==> src/rtl/mem_arbiter.sv <==
// Round-robin arbiter serialising N_REQ requesters onto one single-port memory, one access in flight.
// Grant -> ISSUE -> WAIT x RD_LAT (reads only) -> ACK; losing requesters simply hold req_i until served.
module mem_arbiter #(
  parameter int N_REQ  = 4,
  parameter int RD_LAT = 1
) (
  input  logic                   clk,
  input  logic                   rst,
  input  logic [N_REQ-1:0]       req_i,
  input  logic [N_REQ-1:0]       we_i,
  input  logic [N_REQ-1:0][31:0] addr_i,
  input  logic [N_REQ-1:0][3:0]  width_i,
  input  logic [N_REQ-1:0][31:0] wdata_i,
  output logic [N_REQ-1:0]       ack_o,
  output logic [31:0]            rdata_o,
  output logic                   mem_ce_o,
  output logic                   mem_we_o,
  output logic [31:0]            mem_addr_o,
  output logic [3:0]             mem_width_o,
  output logic [31:0]            mem_data_o,
  input  logic [31:0]            mem_data_i
);

  localparam int IDX_W = (N_REQ > 1) ? $clog2(N_REQ) : 1;

  typedef enum logic [1:0] {
    IDLE  = 2'd0,
    ISSUE = 2'd1,
    WAIT  = 2'd2,
    ACK   = 2'd3
  } state_t;

  state_t           state;
  state_t           state_nxt;
  logic [IDX_W-1:0] last_grant;
  logic [IDX_W-1:0] win_idx;
  logic [IDX_W-1:0] cur_idx;
  logic             cur_we;
  logic             found;
  logic [IDX_W:0]   cand;
  logic [2:0]       wait_cnt;

  // Scan starts one past the previous winner so every port is reached within N_REQ grants.
  always_comb begin
    found   = 1'b0;
    win_idx = '0;
    cand    = '0;
    for (int k = 1; k <= N_REQ; k++) begin
      cand = {1'b0, last_grant} + (IDX_W+1)'(k);
      if (cand >= (IDX_W+1)'(N_REQ)) begin
        cand = cand - (IDX_W+1)'(N_REQ);
      end
      if (!found && req_i[cand[IDX_W-1:0]]) begin
        found   = 1'b1;
        win_idx = cand[IDX_W-1:0];
      end
    end
  end

  always_ff @(posedge clk) begin
    if (rst) begin
      state <= IDLE;
    end else begin
      state <= state_nxt;
    end
  end

  always_comb begin
    state_nxt = state;
    mem_ce_o  = 1'b0;
    mem_we_o  = 1'b0;
    ack_o     = '0;
    case (state)
      IDLE: begin
        if (found) begin
          state_nxt = ISSUE;
        end
      end
      ISSUE: begin
        mem_ce_o  = 1'b1;
        mem_we_o  = cur_we;
        state_nxt = cur_we ? ACK : WAIT;
      end
      WAIT: begin
        if (wait_cnt == 3'(RD_LAT - 1)) begin
          state_nxt = ACK;
        end
      end
      ACK: begin
        ack_o[cur_idx] = 1'b1;
        state_nxt      = IDLE;
      end
      default: state_nxt = IDLE;
    endcase
  end

  // Winner fields are latched at grant and held on the mem_* bus until the next grant.
  always_ff @(posedge clk) begin
    if (rst) begin
      last_grant  <= IDX_W'(N_REQ - 1);
      cur_idx     <= '0;
      cur_we      <= 1'b0;
      mem_addr_o  <= '0;
      mem_width_o <= '0;
      mem_data_o  <= '0;
      wait_cnt    <= '0;
      rdata_o     <= '0;
    end else begin
      if (state == IDLE && found) begin
        last_grant  <= win_idx;
        cur_idx     <= win_idx;
        cur_we      <= we_i[win_idx];
        mem_addr_o  <= addr_i[win_idx];
        mem_width_o <= width_i[win_idx];
        mem_data_o  <= wdata_i[win_idx];
      end
      if (state == WAIT) begin
        wait_cnt <= wait_cnt + 3'd1;
      end else begin
        wait_cnt <= '0;
      end
      if (state == WAIT && state_nxt == ACK) begin
        rdata_o <= mem_data_i;
      end
    end
  end

endmodule

==> config.mk <==
export PLATFORM = sky130hd
export DESIGN_NAME = mem_arbiter
export DESIGN_NICKNAME = d
export VERILOG_FILES = /design/src/rtl/mem_arbiter.sv
export SDC_FILE = /design/constraint.sdc
export NUM_CORES = 1
export LEC_CHECK = 0
export ABC_CLOCK_PERIOD_IN_PS = 2700
export CAP_MARGIN = 20
export CORE_AREA = 2 2 162 164
export DETAILED_ROUTE_END_ITERATION = 10
export DIE_AREA = 0 0 164 166
export REMOVE_ABC_BUFFERS = 1
export SLEW_MARGIN = 20
export SYNTH_ARGS = -nofsm -noshare
export SYNTH_HDL_FRONTEND = slang
export SYNTH_SLANG_ARGS = --single-unit
==> constraint.sdc <==
create_clock -name clk -period 2.7 [get_ports clk]
set_input_delay 0.675 -clock clk [delete_from_list [all_inputs] [get_ports clk]]
set_output_delay 0.675 -clock clk [all_outputs]
set_load 0.01 [all_outputs]
; ---- Yosys cells after proc, flatten, opt, wreduce, memory -nomap -nowiden
; Cells that the tools add are included.
[totals]
regBits = 110
input_bits = 314
output_inout_bits = 106
wordCells = 83
[op_classes]
add_sub_neg = 9
n_lt_le_gt_ge = 11
n_eq_ne = 4
muxes = 37
bitwise = 1
reduce_logical = 12
[op_table]
columns = op, count
row1 = $bmux 32 s2, 2
row2 = $mux 32, 2
row3 = $mux 2, 10
row4 = $lt 2x3->1 const B, 6
row5 = $mux 1, 13
row6 = $ge 3x3->1 const B, 4
row7 = $bmux 1 s2, 5
row8 = $bmux 4 s2, 1
row9 = $mux 4, 2
row10 = $pmux 2 s4, 1
row11 = $sub 2x1->2 const B, 4
row12 = $add 2x2->3 const B, 2
row13 = $eq 2x2->1 const B, 3
row14 = $logic_and 1x1->1, 6
row15 = $add 2x1->3 const B, 1
row16 = $add 2x3->3 const B, 1
row17 = $add 3x1->3 const B, 1
row18 = $logic_not 1->1, 3
row19 = $logic_not 3->1, 1
row20 = $demux 1 s2, 1
row21 = $eq 2x1->1 const B, 1
row22 = $ge 2x1->1 const B, 1
row23 = $logic_not 2->1, 1
row24 = $reduce_or 2->1, 1
row25 = $not 1->1, 1

; ---- Longest topological paths before layout
[logic_depth]
depth_word = 19
depth_mapped = 8

; ---- Worst setup path after synthesis
; Ideal clock, no wire load.
[synth_timing]
kind = input -> register
startpoint = input port req_i[1]
endpoint = register mem_data_o[14]
t_arrival_ns = 1.980
t_required_ns = 2.566
slack_ns = 0.586
path_stages = 7
n_path_buf = 2
path_cell_list = or4_4 -> and2_4 -> o311a_1 -> buf_6 -> buf_6 -> o21ai_1 -> o211ai_1
[synth_between]
elab_chain_cells = 14
word_cells_on_any_way = 25
[synth_lines]
columns = element, line
row1 = "start, declared", 9  ; input logic [N_REQ-1:0] req_i,
row2 = $bmux 1 s2, 53  ; if (!found && req_i[cand[IDX_W-1:0]]) begin
row3 = $mux 1 (not written as such), 53
row4 = $mux 1, 53
row5 = $logic_not 1->1, 53
row6 = $logic_and 1x1->1, 53
row7 = $mux 1, 53
row8 = $logic_not 1->1, 53
row9 = $logic_and 1x1->1, 53
row10 = $mux 1, 53
row11 = $logic_not 1->1, 53
row12 = $logic_and 1x1->1, 53
row13 = $mux 2, 53
row14 = $bmux 32 s2, 115  ; mem_data_o <= wdata_i[win_idx];
row15 = $mux 32 (not written as such), 115
row16 = "end signal, assigned", 115
row17 = "end, declared", 20  ; output logic [31:0] mem_data_o,
; Parallel ways exist; a longest one is shown, timed or not. The select of a mux whose other input is x is not followed.
; A chain may end at the register's enable or synchronous reset.

; ---- Final worst setup path
[layout_timing]
startpoint = register state[0]
endpoint = output port ack_o[0]
[layout_between]
elab_chain_cells = 2
[layout_lines]
columns = element, line
row1 = "start, declared", 33  ; state_t state;
row2 = "start signal, assigned", 64  ; state <= state_nxt;
row3 = $eq 2x2->1, 73  ; case (state)
row4 = $mux 4, 73
row5 = "end, declared", 14  ; output logic [N_REQ-1:0] ack_o,
; Every way passes these cells.

==> flow_summary.yaml <==
run_status:
  status: "completed"
floorplanning:
  floorplan.core_area_sq_um: 25600
  design.die.area_sq_um: 27200
  die_y_um: 166
  io_pins: 420
  die_w_um: 164
  initial_utilization: 0.255
  core.rowCount: 59
timing:
  finClkSkew_ns: 0.0130
  timing_hold_violations_final: 0
  worst-slew-pin-transition_ns: 0.453
  report.final.slew_viol_count: 0
  unrepaired_setup_endpoints_after_global_routing: "false"
  setup-violations-final: 0
  achievable-frequency_ghz: 0.394
  maxSlewHeadroom: 0.696
  layout_worst_path_cycle_share: 0.940
  tns_ns: 0
  min_period_ns: 2.54
  fin_worst_hold_slack_ns: 0.457
power_and_ir_drop:
  pwr-share-seq: 0.287
  netSwitchingPower_mw: 3.37
  combPwrFrac: 0.551
  worst_ir_drop_vdd_uv: 520
  power_density_nw_per_um2: 771
  clkPwrFrac: 0.162
  cellLeakagePower_nw: 4.49
  power_switching_share: 0.378
  internal_power_mw: 5.54
route:
  via_per_inst: 4.83
  vias: 7338
  firstDrtPassIters: 5
  drc: 0
  detail-route-antenna-nets: 0
  routed_wire_length_per_instance_um: 17.7
  routed_wl_um: 26800
  drt-initial-drc-count: 273
yosys:
  synth.distinct_cells: 36
  synth.most_common_cell: "dfxtp_1"
  syn_inst: 801
  synth_edf_count: 0
  netlist.top_cell.by_area: "dfxtp_1"
  synthesis.area_per_instance_sq_um: 8.15
  ys_seq_elements: 110
  yosysWarnings: 0
  synth_ff_type: "dfxtp_1"
  synth.yosys.seq_area_share: 0.337
  yosys-top-cells-area: "dfxtp_1 34%, mux2i_1 15%, and4_1 9.3%, o211ai_1 7.9%, a31oi_1 6.7%"
  ys_async_sr_fraction: 0
  synthDominantCellAreaShare: 0.337
  post_synth_instance_area_sq_um: 6530
  netlist_top_cells_count: "110 x dfxtp_1, 101 x mux2i_1, 78 x nand2_1"
critical_path:
  worst-path-max-fanout: 5
  crit_path_end_kind: "primary output"
  worstPathArrival_ns: 1.86
  start_kind: "register"
  path_class: "reg2out"
  worstReg2RegEnd: "rdata_o[14]$_SDFFE_PP0P_"
  crit_required_ns: 2.03
  worstReg2RegStart: "state[0]$_SDFF_PP0_"
  r2r_setup_slack_ns: 0.81
  rr_worst_depth: 7
  worst_setup_path_start: "state[0]$_SDFF_PP0_"
cells_and_area:
  stdcell_count: 1519
  drive_gt1_frac: 0.0448
  num-nets-final: 1498
  post-route-util: 0.451
  finish.instance_area_sq_um: 11600
  area_delta_synth_final_pct: 77.1
clock_network:
  cts_root_buffer: "clkbuf_16"
  post_cts_hold_fix_bufs: 0
  clkLatencyLatePin_ns: 0.36
  clock_sinks: 110
  numCtsBuffers: 9
  tritoncts: "built"
  clkTransAtPathRegs_ns: 0.08
  post_cts.repair.setup_buffers: 0
  cts_max_level: 3
  cts_resized: 0
  clk_path_buf_depth: 2
global_route:
  wire_length_of_the_first_global_routing_pass_um: 40500
  antenna_found_initial: 3
  grt_max_degree: 73
  grt-ovfl-total: 0
  gr-usage-met3: 0.0577
  grtUsageMet1: 0.221
  via_count_of_the_first_global_routing_pass: 7187
  top_usage_layer: "met2"
  grtUsageTotal: 0.191
  use_met2: 0.337
placement:
  detailed_placer_s_ending_hpwl_um: 20300
  finalWeightedCongestion: 0.803
  io_buffer_count: 419
  placed_cell_area_sq_um: 11300
  placed_instances: 1501
worst_hold_path:
  worst_min_delay_path_class: "reg2reg"
  hold_path.startpoint: "wait_cnt[0]$_SDFF_PP0_"
  timing.hold.worst_path_depth: 1
  timing.hold.worst_endpoint: "wait_cnt[0]$_SDFF_PP0_"
job:
  cap_viol_max_count: 0
==> layout make-up <==
type,instances,area [sq um]
Antenna cell,2,5.00
Clock buffer,10,229
Clock inverter,6,76.3
Fill cell,2551,14100
Inverter,74,278
Multi-Input combinational cell,536,3740
Sequential cell,110,2200
Tap cell,335,419
Timing Repair Buffer,446,4610
==> registers in the layout, summed over array words and instances (netlist names) <==
signal and flops:
cur_idx 2, last_grant 2, cur_we 1, wait_cnt 3, state 2, mem_data_o 32, mem_addr_o 32, mem_width_o 4
rdata_o 32
==> placed cells by master, fill, tap and decap left out, types with 2 or more instances in the layout <==
| cell type | synthesis | final |
|---|---|---|
| nor2b_1 | 5 | 5 |
| nand2b_1 | 2 | 2 |
| buf_4 | 5 | 10 |
| clkdlybuf4s50_1 | 0 | 419 |
| inv_1 | 74 | 74 |
| a31oi_1 | 70 | 70 |
| clkbuf_16 | 0 | 9 |
| ha_1 | 7 | 7 |
| o21ai_1 | 69 | 69 |
| inv_6 | 0 | 2 |
| o211ai_1 | 69 | 69 |
| and4_1 | 69 | 69 |
| dfxtp_1 | 110 | 110 |
| o21ai_0 | 3 | 2 |
| nor2_1 | 40 | 40 |
| a21oi_1 | 4 | 4 |
| diode_2 | 0 | 2 |
| mux2i_1 | 101 | 101 |
| buf_12 | 0 | 17 |
| and3_1 | 3 | 2 |
| nand2_1 | 78 | 78 |
| clkinv_4 | 0 | 2 |
==> routing by layer <==
| metal | vias to the layer above | routed length (um) |
|---|---|---|
| met5 | - | 18 |
| met4 | 2 | 529 |
| met3 | 29 | 2470 |
| met2 | 302 | 13100 |
| met1 | 3356 | 10700 |
| li1 | 3649 | - |
==> power groups by stage <==
stage	clock network, mW	registers, mW	logic (mW)
floorplan	0	2.82	2.11
global placement	0	2.58	4.95
detailed placement	0	2.60	4.97
CTS	1.50	2.57	4.98
global route	1.56	2.65	5.33
finish	1.44	2.56	4.91
==> logic make-up (layout without fill, tap and decap cells) <==
group	Yosys count	count (layout)	synth area share
flops	110	110	0.337
simple gates	205	205	0.180
xor+xnor	1	1	0.00134
other cells	0	2	0
mux	101	101	0.155
compound gates	222	222	0.215
fa+ha+maj	7	7	0.0134
buf+inv	155	536	0.0972
==> worst max-delay path, cell delays in order, from the launching register on <==
cell	delay, ns
dfxtp_1	0.42
ha_1	0.26
nor3b_1	0.23
clkdlybuf4s50_1	0.60
==> worst max path at each step <==
stage / end / slack [ns] / cells past startpoint
after global routing: ack_o[0] / 0.04 / 3
after detailed placement: rdata_o[2]$_SDFFE_PP0P_ / 0.02 / 7
final: ack_o[0] / 0.16 / 3
after global placement: mem_data_o[7]$_SDFFE_PP0P_ / 0.04 / 7
after floorplan: cur_we$_SDFFE_PP0P_ / -7.12 / 4
after CTS: ack_o[0] / 0.13 / 3
==> metrics by stage <==
stage / setup WS, ns / power [mW]
2_1_floorplan: -7.12 / 4.93
3_3_place_gp: 0.0409 / 7.53
3_5_place_dp: 0.0212 / 7.57
4_1_cts: 0.129 / 9.05
5_1_grt: 0.0443 / 9.53
6_report: 0.163 / 8.91
(Power assumes the default switching activity.)
